$ cat config.mk
export PLATFORM = sky130hd
export DESIGN_NAME = fifo_reader
export DESIGN_NICKNAME = d
export VERILOG_FILES = /design/src/rtl/fifo_reader.sv
export SDC_FILE = /design/constraint.sdc
export NUM_CORES = 1
export LEC_CHECK = 0
export BUFFER_PORTS_ARGS = -buffer_cell sky130_fd_sc_hd__buf_2
export CAP_MARGIN = 10
export CORE_MARGIN = 3
export CORE_UTILIZATION = 49
export CTS_BUF_LIST = sky130_fd_sc_hd__clkbuf_16
export DETAILED_ROUTE_END_ITERATION = 7
export GPL_ROUTABILITY_DRIVEN = 0
export PLACE_DENSITY = 0.84
export RECOVER_POWER = 25
export REMOVE_ABC_BUFFERS = 1
export SYNTH_ARGS = -nofsm -noshare
export SYNTH_HDL_FRONTEND = slang
export SYNTH_SLANG_ARGS = --single-unit
export TNS_END_PERCENT = 100
$ cat constraint.sdc
create_clock -name i_clk -period 2.1 [get_ports i_clk]
set_input_delay 0.21 -clock i_clk [delete_from_list [all_inputs] [get_ports i_clk]]
set_output_delay 0.21 -clock i_clk [all_outputs]
set_load 0.01 [all_outputs]
$ cat src/rtl/fifo_reader.sv
// Burst reader: pops a requested number of words from a FIFO read port
// and presents them on a valid/ready output with zero-bubble throughput.
module fifo_reader #(
    parameter int DW = 32,
    parameter int LW = 8
) (
    input  logic          i_clk,
    input  logic          i_rstn,
    input  logic          i_start,
    input  logic [LW-1:0] i_len,
    input  logic          i_abort,
    output logic          o_fifo_rd,
    input  logic          i_fifo_empty,
    input  logic [DW-1:0] i_fifo_data,
    output logic          o_valid,
    input  logic          i_ready,
    output logic [DW-1:0] o_data,
    output logic          o_busy,
    output logic          o_done,
    output logic [LW-1:0] o_count
);

    localparam logic [1:0] S_IDLE  = 2'd0;
    localparam logic [1:0] S_RUN   = 2'd1;
    localparam logic [1:0] S_DRAIN = 2'd2;
    localparam logic [1:0] S_DONE  = 2'd3;

    logic [1:0]    r_state;
    logic [1:0]    w_next;
    logic [LW-1:0] r_rem;
    logic [LW-1:0] r_count;
    logic          r_valid;
    logic [DW-1:0] r_data;
    logic          w_pop;
    logic          w_acc;
    logic          w_abort;
    logic          w_launch;

    assign w_abort  = i_abort && (r_state != S_IDLE);
    assign w_launch = (r_state == S_IDLE) && i_start;
    assign w_acc    = r_valid && i_ready;

    // Reset and abort both gate the strobe so the FIFO never loses a word.
    assign w_pop = i_rstn && !w_abort && (r_state == S_RUN) &&
                   (r_rem != '0) && !i_fifo_empty &&
                   (!r_valid || i_ready);

    always_comb begin
        w_next = r_state;
        if (w_abort) begin
            w_next = S_IDLE;
        end else begin
            case (r_state)
                S_IDLE: begin
                    if (i_start) begin
                        w_next = (i_len != '0) ? S_RUN : S_DONE;
                    end
                end
                S_RUN: begin
                    if (w_pop && (r_rem == LW'(1))) begin
                        w_next = S_DRAIN;
                    end
                end
                S_DRAIN: begin
                    if (!r_valid || i_ready) begin
                        w_next = S_DONE;
                    end
                end
                S_DONE:  w_next = S_IDLE;
                default: w_next = S_IDLE;
            endcase
        end
    end

    always_ff @(posedge i_clk) begin
        if (!i_rstn) begin
            r_state <= S_IDLE;
            r_rem   <= '0;
            r_count <= '0;
            r_valid <= 1'b0;
            r_data  <= '0;
        end else begin
            r_state <= w_next;
            if (w_launch) begin
                r_count <= '0;
            end else if (w_acc) begin
                r_count <= r_count + 1'b1;
            end
            if (w_abort) begin
                r_valid <= 1'b0;
                r_rem   <= '0;
            end else if (w_pop) begin
                r_data  <= i_fifo_data;
                r_valid <= 1'b1;
                r_rem   <= r_rem - 1'b1;
            end else begin
                if (w_acc) begin
                    r_valid <= 1'b0;
                end
                if (w_launch) begin
                    r_rem <= i_len;
                end
            end
        end
    end

    assign o_fifo_rd = w_pop;
    assign o_valid   = r_valid;
    assign o_data    = r_data;
    assign o_count   = r_count;
    assign o_busy    = (r_state == S_RUN) || (r_state == S_DRAIN);
    assign o_done    = (r_state == S_DONE);

endmodule
# [Word level (Yosys, flattened, before mapping)]
# Index checks and enable logic that the tools add are counted.
[op_classes] bitwise_logic=2 mux=9 n_reduce_logical=24 n_addsub=2 eq_ne=7
[ops] op="$mux W8" n=2
[ops] op="$reduce_bool A8 Y1" n=2
[ops] op="$logic_and A1 B1 Y1" n=9
[ops] op="$add A8 B1 Y8 const B" n=1
[ops] op="$eq A8 B1 Y1 const B" n=1
[ops] op="$mux W2" n=4
[ops] op="$pmux W2 S4" n=1
[ops] op="$sub A8 B1 Y8 const B" n=1
[ops] op="$ne A2 B2 Y1 const B" n=3
[ops] op="$reduce_bool A2 Y1" n=3
[ops] op="$eq A2 B2 Y1 const B" n=2
[ops] op="$reduce_or A2 Y1" n=2
[ops] op="$logic_not A1 Y1" n=3
[ops] op="$reduce_and A3 Y1" n=1
[ops] op="$eq A2 B1 Y1 const B" n=1
[ops] op="$logic_not A2 Y1" n=1
[ops] op="$logic_or A1 B1 Y1" n=2
[ops] op="$mux W1" n=2
[ops] op="$not A1 Y1" n=2
[ops] op="$reduce_and A2 Y1" n=1
[totals] out_inout_bits=44 register_bits=51 elab_cells=49 in_bits=46

# [Depth between registers and ports, before layout]
# Gate-level depths: netlist of run 1.
[depth] word_depth=11 depth_mapped=11 ltp_nobuf=8

# [Worst setup path after synthesis of run 1]
# OpenSTA, ideal clock, no wires.
[synth_timing] kind="reg2reg" start="reg r_rem[0]" end="reg r_rem[1]" stages_incl_launch_ff=11 path_slack_ns=0.233 synth_period_minus_slack_ns=1.867 arrival_time_ns=1.704 n_path_buf=2 required_ns=1.937 cell_sequence="dfxtp_1 -> inv_1 -> ha_1 -> or3b_1 -> buf_2 -> nand2b_4 -> nand3_4 -> inv_2 -> buf_6 -> a211oi_1 -> a211oi_1"
[synth_via] elab_chain_cells=5 elab_cells_between_ends=7
[synth_lines] item="from (decl)" line="30" rtl="logic [LW-1:0] r_rem;"
[synth_lines] item="from (signal assigned)" line="95" rtl="r_rem <= r_rem - 1'b1;"
[synth_lines] item="from (signal assigned)" line="101" rtl="r_rem <= i_len;"
[synth_lines] item="parallel branches: the longest is 5 deep, another holds $sub A8 B1 Y8"
# Several ways; the timed one is not identified.
# A chain may end at the register's enable or synchronous reset.

# [Final worst setup path of run 1]
[layout_timing] start="reg r_rem[1]" end="out o_fifo_rd"
[layout_via] elab_chain_cells=4
[layout_lines] item="$reduce_bool A8 Y1" line="45" rtl="(r_rem != '0) && !i_fifo_empty &&"
[layout_lines] item="$logic_and A1 B1 Y1" line="44" rtl="assign w_pop = i_rstn && !w_abort && (r_state == S_RUN) &&"
[layout_lines] item="$logic_and A1 B1 Y1 (2 in a row)" line="45"
[layout_lines] item="to (decl)" line="12" rtl="output logic o_fifo_rd,"
# No other way between the ends.

==> results of run 1 <==
synth_stat cells (2+ instances only):
library cell | number | share of area
nand2_1 | 77 | 0.12
dfxtp_1 | 51 | 0.43
a21boi_1 | 28 | 0.088
nor2_1 | 14 | 0.022
nand3_1 | 9 | 0.019
xor2_1 | 8 | 0.029
a21oi_1 | 7 | 0.015
ha_1 | 7 | 0.036
inv_1 | 7 | 0.011
buf_6 | 6 | 0.028
a211oi_1 | 5 | 0.016
a31oi_1 | 5 | 0.013
o21ai_0 | 5 | 0.010
a21boi_0 | 4 | 0.013
buf_2 | 4 | 0.0083
clkbuf_1 | 4 | 0.0063
and3_1 | 3 | 0.0078
or4_1 | 3 | 0.0094
a311oi_1 | 2 | 0.0073
and2_1 | 2 | 0.0052
nor4_1 | 2 | 0.0052
o22ai_1 | 2 | 0.0052
metal layers:
| metal | global-route usage | routed length, um | up-vias |
|---|---|---|---|
| met2 | 0.340 | 2880 | 68 |
| met4 | 0.0652 | 97 | 0 |
| met1 | 0.244 | 2430 | 1021 |
| li1 | - | - | 1132 |
| met5 | 0 | 0 | - |
| met3 | 0.0414 | 323 | 10 |
worst min-delay path: cells and delay by family:
kind,cells,cell delay [ps]
AO/OA/AOI/OAI,1,50
buffers and inverters,1,90
AND/OR/NAND/NOR,1,40
flip-flops by register name, indices dropped and copies added, names as in the netlist:
register	cells
o_count	8
o_data	32
r_state	2
r_rem	8
o_valid	1
through the flow:
stage                     worst slack (ps)  power, mW   util  hold slack (ps)  setup TNS, ps
final                                 39.9       2.78  0.665              157              0
after global routing                 -28.0       2.95  0.665              160          -62.9
after CTS                            -39.1       2.79  0.669              154          -68.7
after detailed placement              44.0       2.02  0.637              442              0
after global placement                 136       1.98  0.637              437              0
after floorplan                       -117       1.71      -              345           -381
kinds of logic after synthesis:
logic type	synth area share
mux	0.00886
simple gates	0.240
flops	0.425
xor+xnor	0.0292
compound gates	0.196
buf+inv	0.0636
fa+ha+maj	0.0365
final timing paths:
kind / start / endpoint / slack [ps] / cells after the start
worst max-delay path: r_rem[1] / o_fifo_rd / 40 / 7
worst min-delay path: i_fifo_data[12] / o_data[12] / 160 / 3
worst max register to register: r_rem[1] / r_rem[5] / 70 / 8
worst min register to register: o_data[10] / o_data[10] / 450 / 2
power breakdown:
group | switching [mW] | leakage (nW) | internal [mW]
sequential | 0.0938 | 0.413 | 1.06
combinational | 0.482 | 0.767 | 0.380
clock | 0.334 | 0.0710 | 0.435
total | 0.910 | 1.25 | 1.87
layout make-up:
cell class	count	area [um2]	area share
multi-input combinational	204	1230	0.408
sequential	51	1020	0.339
timing repair buffer	100	503	0.167
clock buffer	5	125	0.0415
tap	65	81.3	0.0270
inverter	8	37.5	0.0125
clock inverter	3	16.3	0.00540
layout by cell type (no fill, tap or decap), types with 2 or more instances in the layout:
cell	n
and3_1	3
clkbuf_16	5
clkbuf_1	23
xor2_1	8
a21boi_0	4
and2_1	2
o21ai_0	5
inv_1	7
ha_1	6
nand3_1	9
dfxtp_1	51
nor2_1	14
a21boi_1	28
or4_1	3
a31oi_1	5
a21oi_1	7
a311oi_1	2
a211oi_1	5
nor4_1	2
o22ai_1	2
buf_4	10
buf_2	66
nand2_1	77
what timing repair did:
item,4_1_cts,5_1_grt
resized for setup,1,5
gates cloned,0,0
hold buffers,0,0
endpoints found under the setup margin,2,15
==> summary.md, run 1 <==
| Metric | Value |
|---|---|
| Run status | `completed` |
| Class of the most critical hold timing path | `primary input to flop` |
| Number of library cell types mapped by synthesis | `45` |
| Synth async-reset ratio | `0` |
| # fillers | `399` |
| Largest incremental delay on the critical path | `370 ps` |
| Largest clock skew in the final design | `4.42 ps` |
| Flip-flop cell with the highest count after synthesis | `dfxtp_1` |
| Startpoint kind of the worst setup timing path | `flop` |
| Worst endpoint data arrival time | `1850 ps` |
| Setup violations, final | `0` |
| Final net count | `423` |
| Required time reported for the critical path endpoint | `1890 ps` |
| DP Cell Count | `428` |
| Share of the yosys chip area belonging to registers | `0.425` |
| Cell Area, Synth | `2400 um2` |
| Antenna violations before repair | `0` |
| Highest-delay cell along the critical path | `or3b_1` |
| Max Fclk | `485 MHz` |
| CTS sink count | `51` |
| Number of pins with negative max-slew slack in the final report | `0` |
| Total global routing track utilization | `0.197` |
| Std cell rows | `24` |
| Leakage power | `1.25 nW` |
| Vias in the first global route | `2069` |
| Post-Place Cell Area | `2890 um2` |
| Max clock buf depth | `2` |
| HPWL after detailed placement | `4.16 mm` |
| DIE AREA | `5780 um2` |
| Ratio of total power to cell area | `922 nW/um2` |
| Endpoint type of the worst setup path | `output pin` |
| Routed Antenna Nets | `0` |
| Detailed-routing iteration count for the pre-antenna-repair pass | `4` |
| Area added between synthesis and finish | `25.5%` |
| CTS Buf Count | `5` |
| Total global routing overflow | `0` |
| Cells along the critical path | `inv_2, ha_2, or3b_1, nand2b_4, nand3_4, inv_8, buf_2` |
| Worst path top cell family by delay | `simple AND/OR/NAND/NOR gates` |
| Area of the core | `4530 um2` |
| Ratio of final minimum period to clock period | `0.981` |
| Clock-pin slew reported for the worst setup and hold paths after clock tree synthesis | `60 ps` |
| Layout Cell Area excl Fill | `3010 um2` |
| Die outline width | `76 um` |
| Kind of critical path | `flop to output pin` |
| YS warnings | `0` |
| Setup fix buffers added after clock tree synthesis | `0` |
| Fraction of final layout cells with drive strength greater than 1 | `0.259` |
| First DRT Iteration DRCs | `169` |
| Largest net degree at the start of global routing | `38` |
| Number of diodes | `0` |
| Post-layout min period | `2060 ps` |
| Synthesized area divided by synthesized cell count | `8.64 um2` |
| Vias per std cell | `5.12` |
| Wire length of the first global-routing pass | `9.49 mm` |
| Reported max-cap violation count | `0` |
| Initial core utilization | `0.530` |
| DRC Markers | `0` |
| Number of enable-type register cells in the synthesized netlist | `0` |
| Die extent in y | `76 um` |
| Maximum ir drop on the vdd rail | `0.000469 V` |
| Clock tree from TritonCTS | `done` |
| RSZ-0062 raised after global routing | `true` |
| Number of standard cells in the layout, taps in and fillers out | `436` |
| Post-synthesis cell count | `278` |
| Number of vias in the routed layout | `2231` |
| Buffers and inverters on the worst path | `3` |
| I/O pin total | `90` |
| H-tree depth reported by CTS | `2` |
| Critical Path Fanout Max | `37` |
| Master cell of the clock root buffer | `clkbuf_16` |
| Average wire length per cell after detail routing | `13.1 um` |
| IO buf count | `89` |
| Worst slew margin | `0.710` |
| Clk_lat worst skew | `280 ps` |
| DRT Wirelength | `5.73 mm` |
| Number of storage elements in the synthesis netlist | `51` |
| Endpoints failing hold | `0` |
| Least-Margin Pin Slew | `431 ps` |
(Power assumes the default switching activity.)
==> inputs of run 2 (changes only) <==
- CORE_ASPECT_RATIO: unset -> 0.8
- CORE_UTILIZATION: 49 -> 40
- CTS_CLUSTER_SIZE: unset -> 25
- PLACE_DENSITY: 0.84 -> 0.71
==> run 2 against run 1 <==
Compared with the run above:
- flip-flop and latch count unchanged
- power up 5.6%
- cell count up 3.2%
- clock skew down 1.3 ps
- sequential power about the same
- die area up 21%
- worst hold slack worse by 1.6 ps
- wire length down 2.6%
- non-clock buffer count up 1
- clock-buffer cell count unchanged
- maximum frequency up 4.6%
- critical path type unchanged
==> summary.md, run 2 (synthesis gave the netlist of run 1 again) <==
| Metric | Value |
|---|---|
| Run status | `completed` |
| Hold path startpoint | `i_fifo_data[10]` |
| Power after layout | `2.93 mW` |
| Endpoint type of the worst setup path | `output pin` |
| I/O pin total | `90` |
| Clk_lat worst skew | `280 ps` |
| Number of diodes | `0` |
| Antenna violations before repair | `0` |
| Post-layout min period | `1970 ps` |
| Die outline width | `92.6 um` |
| Total global routing overflow | `0` |
| Final net count | `424` |
| Vias in the first global route | `1795` |
| Detailed-routing iteration count for the pre-antenna-repair pass | `4` |
| Routed Antenna Nets | `0` |
| Die extent in y | `75.3 um` |
| Number of vias in the routed layout | `2192` |
| IO buf count | `89` |
| Largest clock skew in the final design | `3.17 ps` |
| Post-Place Cell Area | `2920 um2` |
| Count of hold buffers inserted by post-cts repair | `0` |
| Terminus of the critical flop-to-flop path | `r_rem[2]` |
| Minimum setup slack among reg-to-reg paths | `180 ps` |
| RSZ-0062 raised after global routing | `false` |
| Vias per std cell | `4.87` |
| Std cell rows | `24` |
| Clock-pin slew reported for the worst setup and hold paths after clock tree synthesis | `70 ps` |
| Endpoints failing hold | `0` |
| Class of the most critical hold timing path | `primary input to flop` |
| Ratio of total power to cell area | `952 nW/um2` |
| DIE AREA | `6970 um2` |
| Max clock buf depth | `2` |
| Number of standard cells in the layout, taps in and fillers out | `450` |
| Leakage power | `1.27 nW` |
| Worst slew margin | `0.747` |
| Least-Margin Pin Slew | `377 ps` |
| Reported max-cap violation count | `0` |
| Max Fclk | `508 MHz` |
| Master cell of the clock root buffer | `clkbuf_16` |
| Startpoint of the most critical register-to-register path | `r_rem[1]` |
| Setup violations, final | `0` |
| Startpoint kind of the worst setup timing path | `flop` |
| Fraction of final layout cells with drive strength greater than 1 | `0.263` |
| Worst endpoint data arrival time | `1760 ps` |
| Maximum ir drop on the vdd rail | `0.000577 V` |
| H-tree depth reported by CTS | `2` |
| Layout Cell Area excl Fill | `3080 um2` |
| Kind of critical path | `flop to output pin` |
| DRC Markers | `0` |
| CTS sink count | `51` |
| Total global routing track utilization | `0.151` |
| Leading cell type in the layout, fill and taps excluded | `nand2_1` |
| First DRT Iteration DRCs | `136` |
| Ratio of final minimum period to clock period | `0.938` |
| Crit path capture | `o_fifo_rd` |
| Startpoint of the worst setup timing path | `r_rem[1]` |
| Flip-flop count of the largest register, all copies and words added | `32` |
| Average wire length per cell after detail routing | `12.4 um` |
| Critical Path Fanout Max | `21` |
| DRT Wirelength | `5.58 mm` |
| Number of pins with negative max-slew slack in the final report | `0` |
| Required time reported for the critical path endpoint | `1890 ps` |
| Worst R2R Path Depth | `8` |
| Largest net degree at the start of global routing | `35` |
| Initial core utilization | `0.428` |
| Wire length of the first global-routing pass | `8.55 mm` |
| Clock tree from TritonCTS | `done` |
| Most frequent cells in the layout | `nand2_1 (77), buf_2 (66), dfxtp_1 (51), a21boi_1 (28), clkbuf_1 (23)` |
| CTS Buf Count | `5` |
| Area added between synthesis and finish | `28.5%` |
| Area of the core | `5620 um2` |
| DP Cell Count | `442` |
| HPWL after detailed placement | `4.22 mm` |
==> run 2: where the power goes <==
| part | switching, mW | leakage [nW] | internal [mW] |
|---|---|---|---|
| sequential | 0.0924 | 0.413 | 1.05 |
| combinational | 0.474 | 0.777 | 0.384 |
| clock | 0.363 | 0.0804 | 0.566 |
==> run 2: worst min-delay path by stage <==
stage / depth (start not counted) / slack, ps / end
after floorplan: 2 / 340 / o_data[10]
after CTS: 3 / 150 / o_data[18]
after global routing: 3 / 160 / o_data[22]
final: 3 / 160 / o_data[10]
after global placement: 2 / 440 / o_data[29]
after detailed placement: 2 / 440 / o_data[12]
==> run 2: repair_timing <==
| action | in CTS | in global routing |
|---|---|---|
| endpoints found under the hold margin | 0 | 0 |
| gates resized for setup | 1 | 4 |
| cloned | 0 | 0 |
| setup buffers | 0 | 0 |
| endpoints found under the setup margin | 1 | 3 |
==> run 2: per-layer routing <==
metal,track usage,vias to the layer above,part of all wire
li1,-,1140,-
met1,0.234,988,0.49
met2,0.224,62,0.43
met3,0.0276,2,0.070
met4,0.0244,0,0.0047
met5,0,-,0
==> run 2: critical path: stages (launching register included) <==
cell and delay [ps]:
dfxtp_1 340, inv_2 90, ha_4 140, or3b_1 360
nand2b_4 180, nand3_4 120, inv_6 90, buf_2 150
==> run 2: metrics by stage <==
stage | setup TNS (ps) | setup WS, ps | util | hold WS [ps]
2_1_floorplan | -381 | -117 | - | 345
3_3_place_gp | 0 | 212 | 0.521 | 437
3_5_place_dp | 0 | 144 | 0.521 | 445
4_1_cts | 0 | 33.4 | 0.552 | 152
5_1_grt | 0 | 50.9 | 0.549 | 156
6_report | 0 | 130 | 0.549 | 156
==> run 2: layout make-up <==
type	instances	area, um2
Clock buffer	5	125
Clock inverter	3	46.3
Fill cell	531	2530
Inverter	8	35.0
Multi-Input combinational cell	204	1240
Sequential cell	51	1020
Tap cell	78	97.6
Timing Repair Buffer	101	519
==> inputs of run 3 (changes only) <==
- CORE_UTILIZATION: 40 -> 30
- PLACE_DENSITY: 0.71 -> 0.57
==> run 3 against run 2 <==
Compared with the run above:
- cell area increased by 2.1%
- worst hold slack lost 2.9 ps
- global-route usage down 2.1 points
- clock-buffer cell count stayed put
- flip-flop and latch count unchanged
- sequential power about the same
- power rose by 2.3%
- via count grew 1.0%
- die area rose by 31%
- critical path type unchanged
- critical endpoint unchanged
- largest power group unchanged
- highest routed layer unchanged
==> summary.md, run 3 (synthesis gave the netlist of run 1 again) <==
| Metric | Value |
|---|---|
| HPWL after detailed placement | `4.65 mm` |
| Startpoint kind of the worst setup timing path | `flop` |
| Most frequent cells in the layout | `nand2_1 (77), buf_2 (66), dfxtp_1 (50), a21boi_1 (28), clkbuf_1 (23)` |
| Antenna violations before repair | `0` |
| Total global routing track utilization | `0.131` |
| Count of hold buffers inserted by post-cts repair | `0` |
| Leakage power | `1.29 nW` |
| Util after Layout | `0.416` |
| Clk_lat worst skew | `280 ps` |
| Endpoint type of the worst setup path | `output pin` |
| Endpoints failing hold | `0` |
| Std cell rows | `28` |
| Hold path startpoint | `i_fifo_data[31]` |
| Number of vias in the routed layout | `2214` |
| Aggregate negative setup slack | `0 ps` |
| Largest clock skew in the final design | `5.81 ps` |
| Master cell of the clock root buffer | `clkbuf_16` |
| Startpoint of the worst setup timing path | `r_rem[1]` |
| Flip-flop count of the largest register, all copies and words added | `32` |
| Worst endpoint data arrival time | `1760 ps` |
| Maximum ir drop on the vdd rail | `0.000459 V` |
| Final net count | `429` |
| Largest net degree at the start of global routing | `28` |
| Largest incremental delay on the critical path | `380 ps` |
| Max Fclk | `508 MHz` |
| Fraction of final layout cells with drive strength greater than 1 | `0.279` |
| Startpoint of the most critical register-to-register path | `r_rem[1]` |
| DRC Markers | `0` |
| IO buf count | `89` |
| Initial core utilization | `0.317` |
| Reported max-cap violation count | `0` |
| Setup violations, final | `0` |
| DIE AREA | `9120 um2` |
| RSZ-0062 raised after global routing | `false` |
| Worst slew margin | `0.737` |
| Area added between synthesis and finish | `31.1%` |
| Number of pins with negative max-slew slack in the final report | `0` |
| Leading cell type in the layout, fill and taps excluded | `nand2_1` |
| Max clock buf depth | `2` |
| Wire length of the first global-routing pass | `9.99 mm` |
| Worst path top cell family by delay | `simple AND/OR/NAND/NOR gates` |
| Critical Path Fanout Max | `22` |
| Setup slack of the critical path after layout | `130 ps` |
| Detailed-routing iteration count for the pre-antenna-repair pass | `4` |
| Required time reported for the critical path endpoint | `1890 ps` |
| Area of the core | `7570 um2` |
| CTS sink count | `51` |
| Ratio of total power to cell area | `953 nW/um2` |
| Number of diodes | `0` |
| I/O pin total | `90` |
| CTS Buf Count | `5` |
| Run status | `completed` |
| Kind of critical path | `flop to output pin` |
| Total global routing overflow | `0` |
| Place WS | `99.4 ps` |
| Least-Margin Pin Slew | `392 ps` |
| Buffers and inverters on the worst path | `3` |
| H-tree depth reported by CTS | `2` |
| Vias in the first global route | `2170` |
| Cells along the critical path | `inv_2, ha_4, or3b_4, nand2b_4, nand3_4, inv_4, buf_2` |
| Die extent in y | `86.0 um` |
| First DRT Iteration DRCs | `124` |
| Clock tree from TritonCTS | `done` |
| Class of the most critical hold timing path | `primary input to flop` |
| Routed Antenna Nets | `0` |
| DRT Wirelength | `6.10 mm` |
| Vias per std cell | `4.59` |
| Die outline width | `106 um` |
| Clock-pin slew reported for the worst setup and hold paths after clock tree synthesis | `70 ps` |
| Average wire length per cell after detail routing | `12.7 um` |
| Ratio of final minimum period to clock period | `0.938` |
| Post-layout min period | `1970 ps` |
| Highest-delay cell along the critical path | `or3b_4` |
## run 3: cell types whose count changed in the layout (fill, tap and decap cells not counted), sizes merged
cell / change
buf: +5
clkinv: +1
clkinvlp: -1
## run 3: final timing paths
check	end	slack [ps]	cells after the start
max reg2reg	o_data[14]	170	10
min	o_data[31]	150	3
max	o_fifo_rd	130	7
min reg2reg	o_data[6]	450	2
## run 3: worst reg2reg max path, delay by kind of cell, from the launching register on
kind,cells,cell delay (ps)
adders and majority gates,1,150
AOI/OAI and AO/OA,1,140
and+or+nand+nor,4,700
buffers and inverters,4,530
DFF,1,330
## run 3: cell type report
cell class	instances	area (um2)
fill	832	4420
multi-input combinational	204	1240
sequential	51	1020
timing repair buffer	106	552
tap	105	131
clock buffer	5	125
clock inverter	3	42.5
inverter	8	32.5
## run 3: power by group
part | switching [mW] | total (mW) | internal, mW
Sequential | 0.0937 | 1.15 | 1.06
Clock | 0.357 | 0.920 | 0.563
Combinational | 0.497 | 0.932 | 0.435
Total | 0.948 | 3.00 | 2.05
## run 3: timing repair
action,4_1_cts,5_1_grt
pin swaps,0,1
setup endpoints to repair,1,14
resized for setup,4,5
buffers inserted,1,4
## run 3: per-layer routing
layer,global-route usage,vias up,share of wire
li1,-,1141,-
met1,0.181,1015,0.51
met2,0.212,56,0.43
met3,0.0339,2,0.060
met4,0.0176,0,0.0023
met5,0,-,0
## run 3: per-stage QoR
step                instances  hold slack (ps)  cell area [um2]  total power, mW
finish                    482              153             3150             3.00
global route              482              164             3150             3.18
CTS                       479              151             3160             2.97
detailed placement        470              442             2970             2.02
global placement          470              439             2970             2.01
floorplan                 263              345             2280             1.71
